==> src/rtl/bias_add_pipe_n.sv <==
// N-lane signed vector bias adder: per-lane bias register file feeding a 2-stage valid/ready pipe.
// Optional feature macro: BIAS_ADD_PIPE_N_SAT_EN (clamp on narrowing, adds sat_o port).
module bias_add_pipe_n #(
    parameter int unsigned N            = 8,
    parameter int unsigned in_width_p   = 32,
    parameter int unsigned bias_width_p = 32,
    parameter int unsigned out_width_p  = 32,
    localparam int unsigned LaneW       = (N > 1) ? $clog2(N) : 1
) (
    input  logic                                clk_i,
    input  logic                                rst_ni,
    input  logic                                bias_valid_i,
    output logic                                bias_ready_o,
    input  logic [LaneW-1:0]                    bias_lane_i,
    input  logic [bias_width_p-1:0]             bias_i,
    input  logic                                data_valid_i,
    output logic                                data_ready_o,
    input  logic [N-1:0][in_width_p-1:0]        data_i,
    output logic                                data_valid_o,
    input  logic                                data_ready_i,
`ifdef BIAS_ADD_PIPE_N_SAT_EN
    output logic [N-1:0]                        sat_o,
`endif
    output logic [N-1:0][out_width_p-1:0]       data_o
);

    localparam int unsigned SumW =
        ((in_width_p > bias_width_p) ? in_width_p : bias_width_p) + 1;

    logic [N-1:0][bias_width_p-1:0] bias_q;
    logic                           s1_v_q;
    logic                           s2_v_q;
    logic [N-1:0][SumW-1:0]         s1_sum_q;
    logic [N-1:0][SumW-1:0]         s1_sum_d;
    logic [N-1:0][out_width_p-1:0]  nar;
`ifdef BIAS_ADD_PIPE_N_SAT_EN
    logic [N-1:0]                   nar_sat;
`endif
    logic                           s1_rdy;
    logic                           s2_rdy;
    logic                           in_fire;

    assign s2_rdy       = ~s2_v_q | data_ready_i;
    assign s1_rdy       = ~s1_v_q | s2_rdy;
    assign data_ready_o = s1_rdy;
    assign in_fire      = data_valid_i & s1_rdy;
    assign data_valid_o = s2_v_q;

    // Writes to lanes >= N are silently dropped.
    always_ff @(posedge clk_i or negedge rst_ni) begin
        if (!rst_ni) begin
            bias_ready_o <= 1'b0;
            bias_q       <= '0;
        end else begin
            bias_ready_o <= 1'b1;
            if (bias_valid_i && bias_ready_o && (32'(bias_lane_i) < N)) begin
                bias_q[bias_lane_i] <= bias_i;
            end
        end
    end

    // Reads bias_q before any same-edge write lands, so that beat sees the old bias.
    always_comb begin
        s1_sum_d = '0;
        for (int i = 0; i < int'(N); i++) begin
            s1_sum_d[i] = SumW'($signed(data_i[i])) + SumW'($signed(bias_q[i]));
        end
    end

    for (genvar i = 0; i < int'(N); i++) begin : g_lane
        logic signed [SumW-1:0] s;
        assign s = s1_sum_q[i];
        if (out_width_p >= SumW) begin : g_wide
            assign nar[i] = out_width_p'(s);
`ifdef BIAS_ADD_PIPE_N_SAT_EN
            assign nar_sat[i] = 1'b0;
`endif
        end else begin : g_narrow
`ifdef BIAS_ADD_PIPE_N_SAT_EN
            localparam logic [out_width_p-1:0] OutMin = out_width_p'(1) << (out_width_p - 1);
            logic ovf;
            // Overflow iff the bits dropped plus the new sign bit are not all equal.
            assign ovf        = ~((&s[SumW-1:out_width_p-1]) | ~(|s[SumW-1:out_width_p-1]));
            assign nar[i]     = ovf ? (s[SumW-1] ? OutMin : ~OutMin) : s[out_width_p-1:0];
            assign nar_sat[i] = ovf;
`else
            assign nar[i] = s[out_width_p-1:0];
`endif
        end
    end

    always_ff @(posedge clk_i or negedge rst_ni) begin
        if (!rst_ni) begin
            s1_v_q   <= 1'b0;
            s2_v_q   <= 1'b0;
            s1_sum_q <= '0;
            data_o   <= '0;
`ifdef BIAS_ADD_PIPE_N_SAT_EN
            sat_o    <= '0;
`endif
        end else begin
            if (s1_rdy) begin
                s1_v_q <= data_valid_i;
            end
            if (in_fire) begin
                s1_sum_q <= s1_sum_d;
            end
            if (s2_rdy) begin
                s2_v_q <= s1_v_q;
                if (s1_v_q) begin
                    data_o <= nar;
`ifdef BIAS_ADD_PIPE_N_SAT_EN
                    sat_o  <= nar_sat;
`endif
                end
            end
        end
    end

endmodule

==> config.mk <==
export PLATFORM = sky130hd
export DESIGN_NAME = bias_add_pipe_n
export DESIGN_NICKNAME = d
export VERILOG_FILES = /design/src/rtl/bias_add_pipe_n.sv
export SDC_FILE = /design/constraint.sdc
export NUM_CORES = 1
export LEC_CHECK = 0
export CAP_MARGIN = 15
export CORE_ASPECT_RATIO = 0.75
export CORE_MARGIN = 4
export CORE_UTILIZATION = 50
export DETAILED_ROUTE_END_ITERATION = 16
export MAX_ROUTING_LAYER = met4
export PLACE_DENSITY = 0.77
export SLEW_MARGIN = 15
export SYNTH_ARGS = -nofsm -noshare
export SYNTH_HDL_FRONTEND = slang
export SYNTH_SLANG_ARGS = --single-unit
==> constraint.sdc <==
create_clock -name clk_i -period 3.1 [get_ports clk_i]
set_input_delay 0.62 -clock clk_i [delete_from_list [all_inputs] [get_ports clk_i]]
set_output_delay 0.62 -clock clk_i [all_outputs]
set_load 0.03 [all_outputs]
### After elaboration in Yosys (flattened, before gate mapping)

Cells that the tools add are included.
W data, S select, Z words.

| storage, ports and cells | value |
|---|---|
| bits in writable memories | 0 |
| memory bits (read-only) | 0 |
| input port bits | 296 |
| bits in latches | 0 |
| output and inout bits | 259 |
| logic and storage cells | 48 |
| register bits after elaboration | 771 |
| memories kept | 0 |

| cells by class | value |
|---|---|
| reductions and logical operators | 3 |
| div/mod/pow operators | 0 |
| bitwise gates (word level) | 5 |
| mux-type cells | 3 |
| equal/unequal tests | 0 |
| $add $sub $neg | 8 |
| magnitude comparators | 2 |
| multipliers | 0 |
| shift operators | 0 |

Operators with widths:

| cell | count |
|---|---|
| $add A32 B32 Y32 | 8 |
| $bwmux W256 | 1 |
| $demux W32 S3 | 1 |
| $mux W32 | 1 |
| $lt A3 B4 Y1 const B | 1 |
| $ge A3 B1 Y1 const B | 1 |
| $logic_and A1 B1 Y1 | 2 |
| $not A1 Y1 | 2 |
| $or A1 B1 Y1 | 2 |
| $reduce_and A2 Y1 | 1 |
| $and A1 B1 Y1 | 1 |

### Longest topological paths before layout

| depth | value |
|---|---|
| depth after elaboration | 5 |
| gate-level depth with buffers | 12 |
| depth with buffers taken out | 12 |

### Worst setup path after synthesis

OpenSTA, ideal clock, no wires.

| timing | value |
|---|---|
| path kind | input-to-reg |
| start point | in data_i[128] (netlist bit) |
| end point | reg s1_sum_q, in the netlist g_lane[4].s[30] |
| cell stages on the path | 12 |
| arrival | 3.193 ns |
| setup slack | -0.222 ns |
| library setup time | 0.129 ns |
| required time | 2.971 ns |
| path buffers | 0 |
| cell sequence | ha_1 -> fa_1 -> a211oi_1 -> o21ai_1 -> a41oi_2 -> o21ai_2 -> a221o_1 -> a21oi_2 -> o21ai_1 -> a221o_1 -> xnor2_1 -> o21ai_1 |

| between the ends | value |
|---|---|
| word-level cells in the longest chain between the ends | 1 |

RTL lines:

| element | RTL line | RTL |
|---|---|---|
| from (decl) | 18 | `input logic [N-1:0][in_width_p-1:0] data_i,` |
| $add A32 B32 Y32 | 66 | `s1_sum_d[i] = SumW'($signed(data_i[i])) + SumW'($signed(bias_q[i]));` |
| to (signal assigned) | 106 | `s1_sum_q <= s1_sum_d;` |
| to (decl) | 33 | `logic [N-1:0][SumW-1:0] s1_sum_q;` |

Every way passes these cells.
A chain may end at the register's enable or synchronous reset.

### Final worst setup path

| timing | value |
|---|---|
| start point | in data_i[225] (netlist bit) |
| end point | reg s1_sum_q, in the netlist g_lane[7].s[27] |

The elaborated chain is that of the path after synthesis.

==> results_dict.tcl <==
set metrics [dict create \
    r2r-start "bias_q[1]" \
    hpwl_um 95500 \
    dr.pass1.iters 6 \
    core_um2 79000 \
    cp_data_arrival_time_ps 3550 \
    fin_nets 5135 \
    start_kind "primary input" \
    cap_violations 0 \
    crit_path_end "g_lane[7].s[27]" \
    outcome "finished, final reports clean" \
    mostFrequentLayoutCell "dfrtp_1" \
    wl_met1_um 55600 \
    fin_crit_ps 3040 \
    max_stage_delay_ps 450 \
    cts_tree "yes" \
    synthArstFlopShare_pct 100 \
    numCtsBuffers 78 \
    cts.clk_slew.worst_paths_ps 70 \
    port_buffers 554 \
    via_per_inst 5.71 \
    finalCoreUtilization_pct 67.5 \
    timing_hold_violations_final 0 \
    p_total_w 0.0470 \
    route.met2.wl_um 58400 \
    grt_usage_pct 31.6 \
    setup_violations 0 \
    antenna_found_initial 29 \
    crit_start "data_i[225]" \
    dieArea_um2 84600 \
    top_layer_used "met4" \
    worst_r2r_path_depth 11 \
    fill_cells 5911 \
    p_per_area_nw_per_um2 883 \
    wl_met3_um 12900 \
    tightest_slew_ps 1200 \
    first_global_vias 32400 \
    wl_um 131000 \
    syn_nets 4163 \
    crit_type "in2reg" \
    place_congestion 0.919 \
    cpMaxStageDelayCell "clkdlybuf4s50_1" \
    ys_ff_latch 771 \
    die_x_um 335 \
    yosysUniqueCellTypes 81 \
    avgRoutedWirePerCell_um 23.0 \
    ff2ff_setup_slack_ps 110 \
    cts_root_buf "clkbuf_16" \
    ys_seq_area_share_pct 48.3 \
    ys.flop_type "dfrtp_1" \
    critPathMaxFanout 4 \
    fmax_mhz 329 \
    fp-row-count 89 \
    clock_skew_ps 30.7 \
    max_slew_margin_pct 20.0 \
    endpoint_kind "flip-flop" \
    multiInputGateArea_um2 20300 \
    vias 32600 \
    first_iter_violations 3079 \
    maxSlewViolCount 0 \
    hp-class "in2async" \
    ioPinCount 555 \
    syn_area_um2 40000 \
    die_h_um 253 \
    seq_area_um2 19300 \
    grt_pass1_wl_um 197000 \
    rsz0062_at_grt "yes" \
    crit_chain "clkdlybuf4s50_1 > ha_1 > a21o_1 > a21oi_2 > o21ai_1 > o31a_1 > a41o_1 > a41o_1 > a221o_1 > a31oi_4 > xor2_1 > o21ai_1" \
    drive_gt1_share_pct 26.3 \
    synth_area_per_cell_um2 11.1 \
    final_cell_mix "dfrtp_1 (769), clkdlybuf4s50_1 (552), mux2_2 (513)" \
    r2r_end "g_lane[0].s[29]" \
    grt-ovfl-total 0 \
    yosysWarnings 0 \
    ant_nets 0 \
    clock_path_buffers 3 \
    ctsHoldBuffers 0 \
    power_leakage_nw 24.5 \
    syn_inst 3611 \
    clock_latency_ps 640 \
    worstPathRequired_ps 3610 \
    drc 0 \
    start_util_pct 50.6 \
    grt_max_degree 72 \
    peakVddDrop_v 0.000758 \
    htreeDepth 3 \
    syn_to_final_growth_pct 33.3 \
    synth_edf_count 0 \
    cts_sinks 771 \
    post-route-period-util_pct 98.1 \
]
## cell type report
class,instances,area share [%]
diodes,23,0.108
clock buffers,114,4.36
clock inverters,29,0.561
inverters,38,0.268
multi-input cells,2651,38.1
flip-flops and latches,771,36.2
well taps,1046,2.46
repair buffers,1043,17.9
## cell usage after synthesis (9+ instances only)
master | count | area, um^2
o21ai_1 | 25 | 125
dfrtp_1 | 771 | 19300
clkbuf_1 | 141 | 529
o31ai_1 | 14 | 105
nand3_1 | 47 | 235
mux2_2 | 513 | 5780
xnor2_1 | 122 | 1070
ha_1 | 248 | 3100
and3_1 | 22 | 138
nor2_1 | 114 | 428
o21bai_1 | 36 | 270
o21a_1 | 28 | 210
nor2b_1 | 17 | 106
nor3_1 | 15 | 75.1
nand2_1 | 420 | 1580
o211ai_1 | 13 | 97.6
a31oi_1 | 32 | 200
and2_1 | 9 | 56.3
a211oi_1 | 20 | 150
nand4_1 | 29 | 181
inv_1 | 38 | 143
a21o_1 | 133 | 998
o21ai_0 | 322 | 1610
a21oi_1 | 205 | 1030
nand2b_1 | 23 | 144
xor2_1 | 109 | 955
## how the worst min path moves through the flow
stage	end	cells after the start	startpoint
after global routing	g_lane[7].s[20]	1	rst_ni
after floorplan	bias_q[0]	0	rst_ni
after global placement	g_lane[0].s[15]	2	g_lane[0].s[15]
after CTS	g_lane[7].s[20]	1	rst_ni
final	g_lane[7].s[20]	1	rst_ni
after detailed placement	g_lane[0].s[15]	2	g_lane[0].s[15]
## state kept, by name, summed over array words and instances (netlist names)
name / count
bias_q: 256
data_o: 256
g_lane.s: 256
bias_ready_o: 1
data_valid_o: 1
s1_v_q: 1
## per-layer routing
metal  up-vias  GRT usage (%)
li1      15000              -
met1     16100           42.9
met2      1331           47.3
met3       222           6.85
met4         0           10.7
met5         -              -
## per-stage QoR
stage / cell area [um^2] / setup slack (ps) / cells / hold slack, ps / setup TNS (ps)
6_report: 53300 / 59.5 / 5715 / 46.8 / 0
5_1_grt: 53300 / -6.82 / 5700 / 51.0 / -23.5
4_1_cts: 52900 / 10.4 / 5684 / 16.9 / 0
3_5_place_dp: 50300 / -633 / 5541 / 462 / -57430
3_3_place_gp: 50300 / -600 / 5541 / 449 / -51540
2_1_floorplan: 40000 / -12.5 / 3611 / 324 / -12.5
## kinds of logic after synthesis
group	synth area share, %
compound gates	14.1
buf+inv	1.78
fa+ha+maj	8.16
xor+xnor	5.06
mux	14.5
flops	48.3
other cells	0.00938
simple gates	8.12
## power breakdown
group	internal [W]	total, W	switching, W
clock network	0.00563	0.00975	0.00412
logic	0.00998	0.0210	0.0110
registers	0.0138	0.0163	0.00248
total	0.0294	0.0470	0.0176
## worst max-delay path: cells and delay by family
kind	cells	cell delay, ps
xor gates and xnor gates	1	160
adders and majority gates	1	300
buffers and inverters	1	450
AOI/OAI and AO/OA	9	2010
## repair_timing
action | in CTS | in global routing
gates resized for setup | 0 | 60
buffers inserted | 0 | 8
endpoints found under the setup margin | 0 | 76
hold endpoints to repair | 0 | 0
No activity file was read; power rests on OpenSTA's default activity.
